**src/rtl/rst_req_handshake_tx.sv**
```systemverilog
// Initiator side of a cross-domain reset handshake: drives a reset request into a
// far clock domain and sequences assert -> ack high -> release -> ack low.
module rst_req_handshake_tx #(
  parameter int MIN_PULSE  = 16,
  parameter int ACK_STAGES = 2,
  parameter int TIMEOUT    = 1024
) (
  input  logic clk,
  input  logic rst_i,
  input  logic req_i,
  input  logic ack_i,
  output logic rst_o,
  output logic busy_o,
  output logic done_o,
  output logic timeout_o
);

  localparam int CNT_MAX = (MIN_PULSE > TIMEOUT) ? MIN_PULSE : TIMEOUT;
  localparam int CNT_W   = (CNT_MAX > 1) ? $clog2(CNT_MAX) : 1;
  localparam logic [CNT_W-1:0] PULSE_LAST = CNT_W'(MIN_PULSE - 1);
  localparam logic [CNT_W-1:0] TO_LAST    = CNT_W'(TIMEOUT - 1);

  typedef enum logic [1:0] {
    IDLE        = 2'd0,
    ASSERT      = 2'd1,
    WAIT_ACK_HI = 2'd2,
    WAIT_ACK_LO = 2'd3
  } state_t;

  state_t           state_q, state_d;
  logic [CNT_W-1:0] cnt_q, cnt_d;
  logic             rst_q, rst_d;
  logic             done_q, done_d;
  logic             timeout_q, timeout_d;
  logic             ack_s;

  // ack_i is asynchronous to clk; only the last stage is used by the FSM.
  (* ASYNC_REG = "TRUE" *) logic [ACK_STAGES-1:0] ack_sync_q;

  always_ff @(posedge clk) begin
    if (rst_i) begin
      ack_sync_q <= '0;
    end else begin
      ack_sync_q <= {ack_sync_q[ACK_STAGES-2:0], ack_i};
    end
  end

  assign ack_s = ack_sync_q[ACK_STAGES-1];

  // Local reset lands in ASSERT so every local reset also resets the far domain.
  always_ff @(posedge clk) begin
    if (rst_i) begin
      state_q   <= ASSERT;
      cnt_q     <= '0;
      rst_q     <= 1'b1;
      done_q    <= 1'b0;
      timeout_q <= 1'b0;
    end else begin
      state_q   <= state_d;
      cnt_q     <= cnt_d;
      rst_q     <= rst_d;
      done_q    <= done_d;
      timeout_q <= timeout_d;
    end
  end

  always_comb begin
    state_d   = state_q;
    cnt_d     = cnt_q + CNT_W'(1);
    rst_d     = rst_q;
    done_d    = 1'b0;
    timeout_d = timeout_q;

    unique case (state_q)
      IDLE: begin
        cnt_d = '0;
        rst_d = 1'b0;
        if (req_i) begin
          state_d   = ASSERT;
          rst_d     = 1'b1;
          timeout_d = 1'b0;
        end
      end
      ASSERT: begin
        rst_d = 1'b1;
        if (cnt_q == PULSE_LAST) begin
          state_d = WAIT_ACK_HI;
          cnt_d   = '0;
        end
      end
      WAIT_ACK_HI: begin
        rst_d = 1'b1;
        // An acknowledge on the final timeout cycle still counts as success.
        if (ack_s) begin
          state_d = WAIT_ACK_LO;
          cnt_d   = '0;
          rst_d   = 1'b0;
        end else if (cnt_q == TO_LAST) begin
          state_d   = IDLE;
          cnt_d     = '0;
          rst_d     = 1'b0;
          timeout_d = 1'b1;
        end
      end
      WAIT_ACK_LO: begin
        rst_d = 1'b0;
        if (!ack_s) begin
          state_d = IDLE;
          cnt_d   = '0;
          done_d  = 1'b1;
        end else if (cnt_q == TO_LAST) begin
          state_d   = IDLE;
          cnt_d     = '0;
          timeout_d = 1'b1;
        end
      end
      default: begin
        state_d = IDLE;
        cnt_d   = '0;
        rst_d   = 1'b0;
      end
    endcase
  end

  assign rst_o     = rst_q;
  assign busy_o    = (state_q != IDLE);
  assign done_o    = done_q;
  assign timeout_o = timeout_q;

endmodule
```
**config.mk**
```make
export PLATFORM = sky130hd
export DESIGN_NAME = rst_req_handshake_tx
export DESIGN_NICKNAME = d
export VERILOG_FILES = /design/src/rtl/rst_req_handshake_tx.sv
export SDC_FILE = /design/constraint.sdc
export NUM_CORES = 1
export LEC_CHECK = 0
export BUFFER_PORTS_ARGS = -buffer_cell sky130_fd_sc_hd__buf_2
export CORE_MARGIN = 4
export CORE_UTILIZATION = 30
export CTS_CLUSTER_DIAMETER = 40
export DETAILED_ROUTE_END_ITERATION = 6
export GPL_TIMING_DRIVEN = 0
export SYNTH_ARGS = -nofsm -noshare
export SYNTH_HDL_FRONTEND = slang
export SYNTH_SLANG_ARGS = --single-unit
```
**constraint.sdc**
```tcl
create_clock -name clk -period 2.7 [get_ports clk]
set_clock_uncertainty 0.05 [all_clocks]
set_input_delay 0.54 -clock clk [delete_from_list [all_inputs] [get_ports clk]]
set_output_delay 0.54 -clock clk [all_outputs]
set_load 0.01 [all_outputs]
```
==> flow_summary.yaml, run 1 <==
pwr:
  power_mw: 0.661
  cellPowerDensity_mw_per_mm2: 712
  p_leak_nw: 0.375
  irDropWorstVdd_uv: 360
timing:
  layout_setup_ws_ps: 782
  timing_hold_violations_final: 0
  period_share_pct: 71.0
  rsz0062_at_grt: "no"
  tightest_slew_ps: 396
  layout_min_cycle_time_ps: 1920
  drv_slew: 0
  setup_viol: 0
  slew_headroom_pct: 73.5
  tns_ps: 0
  fmax_mhz: 521
  holdWs_ps: 391
setup_path:
  cp-start-kind: "register"
  crit_arrival_ps: 2080
  cp.required_ps: 2860
  cp_top_family: "simple AND/OR/NAND/NOR gates"
  cp_max_fo: 6
  cp_num_buf_inv: 0
  crit_path_top_delay_cell: "or4_1"
  cp_cell_sequence: "ha_1 -> and3_1 -> a31oi_2 -> or4_1 -> and3_1"
  critPathKind: "register to register"
  setup.worst_path.end_class: "register"
  critPathMostFrequentCell: "and3_1"
  slowest_delay_ps: 560
outcome:
  run_status: "finished, final reports clean"
flow_run:
  drv_cap: 0
layout:
  multi_input_area_um2: 458
  final_util_pct: 36.5
  drive_above_1_share_pct: 14.7
  final_cell_mix: "dfxtp_1 (17), nor2_1 (13), inv_1 (8), buf_2 (7), ha_1 (6)"
  nNetsFinal: 113
  syn_to_final_growth_pct: 12.1
  final_cells: 132
  seq_area_um2: 340
  mostFrequentLayoutCell: "dfxtp_1"
  diodes: 0
  fill_cells: 281
  final_cell_area_um2: 928
route:
  via_count: 664
  wl_per_cell_um: 11.5
  avgViaCountPerCell: 5.03
  ant_nets: 0
  wl_mm: 1.51
  drtPass1Iterations: 4
  first_iter_violations: 13
  drc: 0
synthesis:
  synth_cell_types: 28
  avgSynthCellArea_um2: 9.10
  syn_area_um2: 828
  yosysWarnings: 0
  seq_area_frac_synth_pct: 41.1
  syn-num-nets: 101
  synth_seq_cells: 17
  synth_cells: 91
clocking:
  htreeDepth: 1
  cts_tree: "yes"
  cts.sink_count: 17
  insertion_delay_ps: 300
  numCtsBuffers: 3
  ctsHoldBuffers: 0
  clk_pin_slew_ps: 110
  postCtsSetupBuffers: 0
  clockRootBuffer: "clkbuf_4"
  cts-resized-gates: 0
  cts.path.max_buffers: 2
die:
  start_util_pct: 32.5
  rows: 18
  dieArea_mm2: 0.00367
  dieWidth_um: 60.5
  core_mm2: 0.00254
  pin_count: 8
  fp.dieH_um: 60.5
placed_design:
  port_buffers: 7
  gp_congestion: 0.873
  placed_cells_incl_taps: 128
  place_ws_ps: 781
  dp_hpwl_mm: 1.13
  dpl_cell_area_um2: 901
grt:
  grt_pass1_vias: 631
  grt_first_pass_wirelength_mm: 2.60
  grt.total_usage_pct: 9.54
  grt_antenna_before_repair: 0
  grt-ovfl-total: 0
  grt_max_degree: 11
hold_path:
  hp-class: "input port to register"
## power breakdown
part	internal [mW]	total, mW	switching, mW
clock	0.0552	0.137	0.0816
sequential	0.283	0.306	0.0233
combinational	0.0921	0.219	0.126
total	0.430	0.661	0.231
## synth_stat cells (all sizes together)
master | number | area share [%]
a21oi | 3 | 1.8
and2 | 1 | 0.76
and3 | 3 | 2.3
dfxtp | 17 | 41
nand2 | 4 | 1.8
o21ai | 2 | 1.2
and4 | 3 | 3.3
o21a | 1 | 0.91
xor2 | 5 | 5.3
inv | 8 | 3.6
a22o | 1 | 1.1
o311ai | 1 | 1.1
nor4 | 2 | 2.3
a31oi | 3 | 3.0
nor2 | 13 | 5.9
nand3 | 4 | 2.4
o211ai | 1 | 1.5
o31ai | 2 | 1.8
nor4b | 1 | 1.1
xnor2 | 3 | 3.2
nor2b | 3 | 2.3
ha | 6 | 9.1
nand4 | 2 | 1.5
nor3b | 1 | 0.91
or4 | 1 | 0.91
## area by class of cell
class	count	share of cell area (%)
Clock buffer	3	2.43
Clock inverter	1	0.539
Inverter	8	3.23
Multi-Input combinational cell	66	49.3
Sequential cell	17	36.7
Tap cell	30	4.04
Timing Repair Buffer	7	3.77
## registers in the layout, indices dropped and copies added, names as in the netlist
signal / count
state_q: 2
rst_o: 1
cnt_q: 10
done_o: 1
timeout_o: 1
ack_sync_q: 2
## per-layer routing
metal  track usage [%]  up-vias  part of all wire [%]
met5                 0        -                     0
met4              3.41        0                  0.86
li1                  -      342                     -
met2              16.8       16                    48
met1              10.3      304                    46
met3              3.83        2                   5.6
## cells by family (layout without fill, tap and decap cells)
family,count (synthesis),count (layout),synth area share (%)
adder cells (fa/ha/maj),6,6,9.06
XOR/XNOR,8,8,8.46
flip-flops,17,17,41.1
buffers and inverters,8,19,3.63
AND/OR/NAND/NOR,38,38,25.4
AO/OA/AOI/OAI,14,14,12.4
## path summary, 6_finish.rpt
path         startpoint       endpoint  slack (ps)  cells after the start
max            cnt_q[0]     state_q[1]         780                      5
min               ack_i  ack_sync_q[0]         390                      2
max reg2reg    cnt_q[0]     state_q[1]         780                      5
min reg2reg    cnt_q[0]       cnt_q[0]         410                      1
(Power assumes the default switching activity.)
==> inputs of run 2 (changes only) <==
--- a/config.mk
+++ b/config.mk
@@ -5,6 +5,7 @@
 export SDC_FILE = /design/constraint.sdc
 export NUM_CORES = 1
 export LEC_CHECK = 0
+export ABC_AREA = 1
 export BUFFER_PORTS_ARGS = -buffer_cell sky130_fd_sc_hd__buf_2
 export CORE_MARGIN = 4
 export CORE_UTILIZATION = 30
==> constraint.sdc (replaced) <==
create_clock -name clk -period 1.84 [get_ports clk]
set_clock_uncertainty 0.05 [all_clocks]
set_input_delay 0.368 -clock clk [delete_from_list [all_inputs] [get_ports clk]]
set_output_delay 0.368 -clock clk [all_outputs]
set_load 0.01 [all_outputs]
==> run 2 against run 1 <==
Net effect:
- non-clock buffer count is the same
- clock-buffer cell count increased by 1
- sequential share of layout area fell by 1.7 points
- critical path type is now register to output port
- largest power group unchanged
==> flow_summary.yaml, run 2 <==
synthesis:
  async_flop_share_pct: 0
  syn-num-nets: 132
  synth.top_cell.area_share_pct: 38.9
  seq_area_frac_synth_pct: 38.9
  synth_seq_cells: 17
  synth_cells: 122
  synth-edff-count: 0
  synthTopCellsByCount: "nand2_1 (26), nor2_1 (21), inv_1 (19)"
  synth_cell_types: 19
  avgSynthCellArea_um2: 7.17
  synth_most_common_cell: "nand2_1"
  yosysWarnings: 0
  netlist_top_cells_area: "dfxtp_1 (39%), nand2_1 (11%), nor2_1 (9.0%)"
  syn_area_um2: 875
  yosys.area.top_type: "dfxtp_1"
  synth_ff_type: "dfxtp_1"
hold_path:
  hp-class: "input port to register"
  min_path_cells: 3
layout:
  syn_to_final_growth_pct: 11.4
  final_cell_area_um2: 975
  final_util_pct: 35.0
  final_cell_mix: "nand2_1 (26), nor2_1 (21), inv_1 (19), dfxtp_1 (17)"
  diodes: 0
  drive_above_1_share_pct: 13.5
  top_regs: "cnt_q: 10 flops, ack_sync_q: 2 flops, state_q: 2 flops"
  nNetsFinal: 144
  mostFrequentLayoutCell: "nand2_1"
  final_cells: 164
  largest_reg_flops: 10
  regMostFlops: "cnt_q"
die:
  rows: 19
  fp.dieH_um: 62.0
  dieWidth_um: 62.0
  core_mm2: 0.00278
  pin_count: 8
  dieArea_mm2: 0.00384
  start_util_pct: 31.4
timing:
  drv_slew: 0
  layout_setup_ws_ps: 219
  tightest_slew_ps: 361
  rsz0062_at_grt: "no"
  slew_headroom_pct: 75.8
  tns_ps: 0
  setup_viol: 0
  timing_hold_violations_final: 0
  layout_min_cycle_time_ps: 1620
  period_share_pct: 88.1
  holdWs_ps: 223
  fmax_mhz: 617
route:
  via_count: 746
  drtPass1Iterations: 4
  wl_per_cell_um: 9.41
  avgViaCountPerCell: 4.55
  first_iter_violations: 23
  drc: 0
  ant_nets: 0
  wl_mm: 1.54
setup_path:
  cp-start-kind: "register"
  cp.required_ps: 1420
  rrSetupSlack_ps: 320
  r2r_cells: 8
  crit_arrival_ps: 1200
  setup.worst_path.end_class: "output port"
  cp_max_fo: 5
  critPathKind: "register to output port"
placed_design:
  dpl_cell_area_um2: 948
  placed_cells_incl_taps: 160
  dp_hpwl_mm: 1.25
  place_ws_ps: 335
  gp_congestion: 0.828
  port_buffers: 7
clocking:
  cts.path.max_buffers: 2
  htreeDepth: 1
  numCtsBuffers: 3
  postCtsSetupBuffers: 0
  insertion_delay_ps: 290
  cts-resized-gates: 0
  cts.sink_count: 17
  clk_pin_slew_ps: 100
  ctsHoldBuffers: 0
  cts_tree: "yes"
  clockRootBuffer: "clkbuf_4"
grt:
  grt-ovfl-total: 0
  grt_antenna_before_repair: 0
  grt_first_pass_wirelength_mm: 2.94
  grt_max_degree: 10
  grt_pass1_vias: 725
  grt.total_usage_pct: 10.2
pwr:
  power_mw: 1.13
  cellPowerDensity_mw_per_mm2: 1160
  p_leak_nw: 0.461
  irDropWorstVdd_uv: 811
outcome:
  run_status: "finished, final reports clean"
flow_run:
  drv_cap: 0
run 2: cell count changes in the layout (fill, tap and decap cells not counted), sizes merged, moves of 6 or more:
| cell | previous run | this run |
|---|---|---|
| nor2 | 13 | 22 |
| inv | 8 | 19 |
| nand2 | 4 | 30 |
| nor3 | 0 | 6 |
run 2: metal layers:
| layer | vias to the layer above | track usage (%) | routed length [um] |
|---|---|---|---|
| li1 | 403 | - | - |
| met1 | 332 | 11.9 | 721 |
| met2 | 11 | 17.6 | 753 |
| met3 | 0 | 4.34 | 69 |
| met4 | 0 | 1.82 | 0 |
| met5 | - | 0 | 0 |
run 2: power by group:
| group | internal (mW) | leakage [nW] | switching, mW | total [mW] |
|---|---|---|---|---|
| Combinational | 0.176 | 0.307 | 0.287 | 0.464 |
| Sequential | 0.426 | 0.139 | 0.0414 | 0.467 |
| Clock | 0.0843 | 0.0150 | 0.117 | 0.201 |
run 2: path summary, 6_finish.rpt:
kind	from	to
max	state_q[0]	busy_o
min	ack_i	ack_sync_q[0]
max reg2reg	cnt_q[0]	cnt_q[3]
min reg2reg	ack_sync_q[0]	ack_sync_q[1]
run 2: logic make-up (layout without fill, tap and decap cells):
group / count (synthesis) / after routing / share of synthesized area, %
simple gates: 67 / 67 / 34.9
fa+ha+maj: 6 / 6 / 8.58
compound gates: 10 / 10 / 6.44
flops: 17 / 17 / 38.9
buf+inv: 19 / 30 / 8.15
xor+xnor: 3 / 3 / 3.00
run 2: final cells by class:
cell class / instances / area [um^2]
repair buffers: 7 / 35.0
flip-flops and latches: 17 / 340
clock buffers: 4 / 26.3
multi-input cells: 86 / 463
inverters: 19 / 71.3
well taps: 31 / 38.8
fillers: 302 / 1810
run 2: critical path, cell delays in order (launching register included):
cell and delay [ps]:
dfxtp_1 410, inv_1 100, ha_1 220, inv_1 50
buf_2 120
==> inputs of run 3 (changes only) <==
==> constraint.sdc (replaced) <==
create_clock -name clk -period 1.84 [get_ports clk]
set_clock_uncertainty 0.05 [all_clocks]
set_input_delay 0.092 -clock clk [delete_from_list [all_inputs] [get_ports clk]]
set_output_delay 0.092 -clock clk [all_outputs]
set_load 0.01 [all_outputs]
==> run 3 against run 2 <==
Net effect:
- register-to-register slack about the same
- largest power group is now combinational cells
- cell area is 4.1% higher
- largest cell class unchanged
- fmax is 6.9% higher
==> flow_summary.yaml, run 3 (synthesis gave the netlist of run 2 again) <==
hold_path:
  hp-class: "register to register"
  min_delay_worst_endpoint: "ack_sync_q[1]"
  min_from: "ack_sync_q[0]"
  min_path_cells: 2
timing:
  setup_viol: 0
  holdWs_ps: 359
  period_share_pct: 82.4
  layout_min_cycle_time_ps: 1520
  tns_ps: 0
  slew_headroom_pct: 75.8
  tightest_slew_ps: 361
  timing_hold_violations_final: 0
  rsz0062_at_grt: "no"
  fmax_mhz: 659
  drv_slew: 0
pwr:
  cellPowerDensity_mw_per_mm2: 1120
  power.share.clock_pct: 17.7
  power_mw: 1.14
  irDropWorstVdd_uv: 812
  sw_frac_of_total_pct: 39.2
  power_frac_seq_pct: 41.0
  p_switching_mw: 0.447
  p_int_mw: 0.692
  pwr-share-comb_pct: 41.3
  p_leak_nw: 0.479
route:
  drtPass1Iterations: 4
  via_count: 762
  avgViaCountPerCell: 4.54
  first_iter_violations: 30
  drc: 0
  wl_per_cell_um: 9.40
  wl_mm: 1.58
  ant_nets: 0
grt:
  grt_first_pass_wirelength_mm: 3.05
  grt_max_degree: 10
  grt-ovfl-total: 0
  grt_pass1_vias: 755
  grt_antenna_before_repair: 0
  grt.total_usage_pct: 10.5
setup_path:
  cp-start-kind: "register"
  crit_arrival_ps: 1640
  r2r-start: "cnt_q[0]"
  cp.required_ps: 1970
  r2r-end: "cnt_q[3]"
  rrSetupSlack_ps: 320
  cp_max_fo: 8
  setup.worst_path.end_class: "register"
  r2r_cells: 8
  critPathKind: "register to register"
die:
  rows: 19
  fp.dieH_um: 62.0
  start_util_pct: 31.4
  dieArea_mm2: 0.00384
  pin_count: 8
  dieWidth_um: 62.0
  core_mm2: 0.00278
placed_design:
  dpl_cell_area_um2: 948
  gp_congestion: 0.828
  port_buffers: 7
  dp_hpwl_mm: 1.25
clocking:
  clk_pin_slew_ps: 100
  ctsHoldBuffers: 4
  postCtsSetupBuffers: 0
  cts.path.max_buffers: 2
  cts.sink_count: 17
  cts-resized-gates: 0
  numCtsBuffers: 3
  htreeDepth: 1
  clockRootBuffer: "clkbuf_4"
  cts_tree: "yes"
  insertion_delay_ps: 290
layout:
  drive_above_1_share_pct: 13.1
  top_regs: "cnt_q: 10 flops, ack_sync_q: 2 flops, state_q: 2 flops"
  final_util_pct: 36.5
  largest_reg_flops: 10
  regMostFlops: "cnt_q"
  diodes: 0
  final_cell_area_mm2: 0.00101
  mostFrequentLayoutCell: "nand2_1"
  syn_to_final_growth_pct: 16.0
  nNetsFinal: 148
  final_cell_mix: "nand2_1 (26), nor2_1 (21), inv_1 (19), dfxtp_1 (17)"
outcome:
  run_status: "finished, final reports clean"
flow_run:
  drv_cap: 0
## run 3: power by group through the flow
stage	combinational (mW)	clock, mW	sequential, mW
floorplan	0.361	0	0.477
global placement	0.460	0	0.474
detailed placement	0.475	0	0.477
CTS	0.483	0.216	0.468
global route	0.558	0.229	0.477
finish	0.470	0.201	0.467
## run 3: final cells by class
cell class / instances / area (um^2)
Sequential cell: 17 / 340
Clock buffer: 4 / 26.3
Inverter: 19 / 71.3
Tap cell: 31 / 38.8
Multi-Input combinational cell: 86 / 463
Timing Repair Buffer: 11 / 75.1
Fill cell: 302 / 1770
## run 3: routing by layer
| metal | share of wire, % | GRT usage (%) | up-vias |
|---|---|---|---|
| li1 | - | - | 411 |
| met1 | 46 | 12.1 | 340 |
| met2 | 49 | 18.5 | 11 |
| met3 | 4.2 | 4.34 | 0 |
| met4 | 0 | 1.82 | 0 |
| met5 | 0 | 0 | - |
## run 3: worst max path at each step
stage | startpoint | end | slack [ps] | cells past startpoint
after floorplan | cnt_q[0] | cnt_q[3] | 520 | 8
after global placement | cnt_q[0] | cnt_q[3] | 380 | 8
after detailed placement | cnt_q[0] | cnt_q[3] | 340 | 8
after CTS | cnt_q[0] | cnt_q[3] | 320 | 8
after global routing | cnt_q[0] | cnt_q[7] | 170 | 8
final | cnt_q[0] | cnt_q[3] | 320 | 8
## run 3: per-stage QoR
stage / cells / setup slack [ps]
2_1_floorplan: 122 / 515
3_3_place_gp: 160 / 383
3_5_place_dp: 160 / 335
4_1_cts: 168 / 317
5_1_grt: 168 / 167
6_report: 168 / 323
## run 3: critical path, stage by stage, from the launching register on
cell and delay (ps):
dfxtp_1 360, ha_1 200, nand2_1 80, nor2_1 210, nand3b_2 160, nand2_1 110, nand2_2 80, nand2_4 110
nor3_1 50
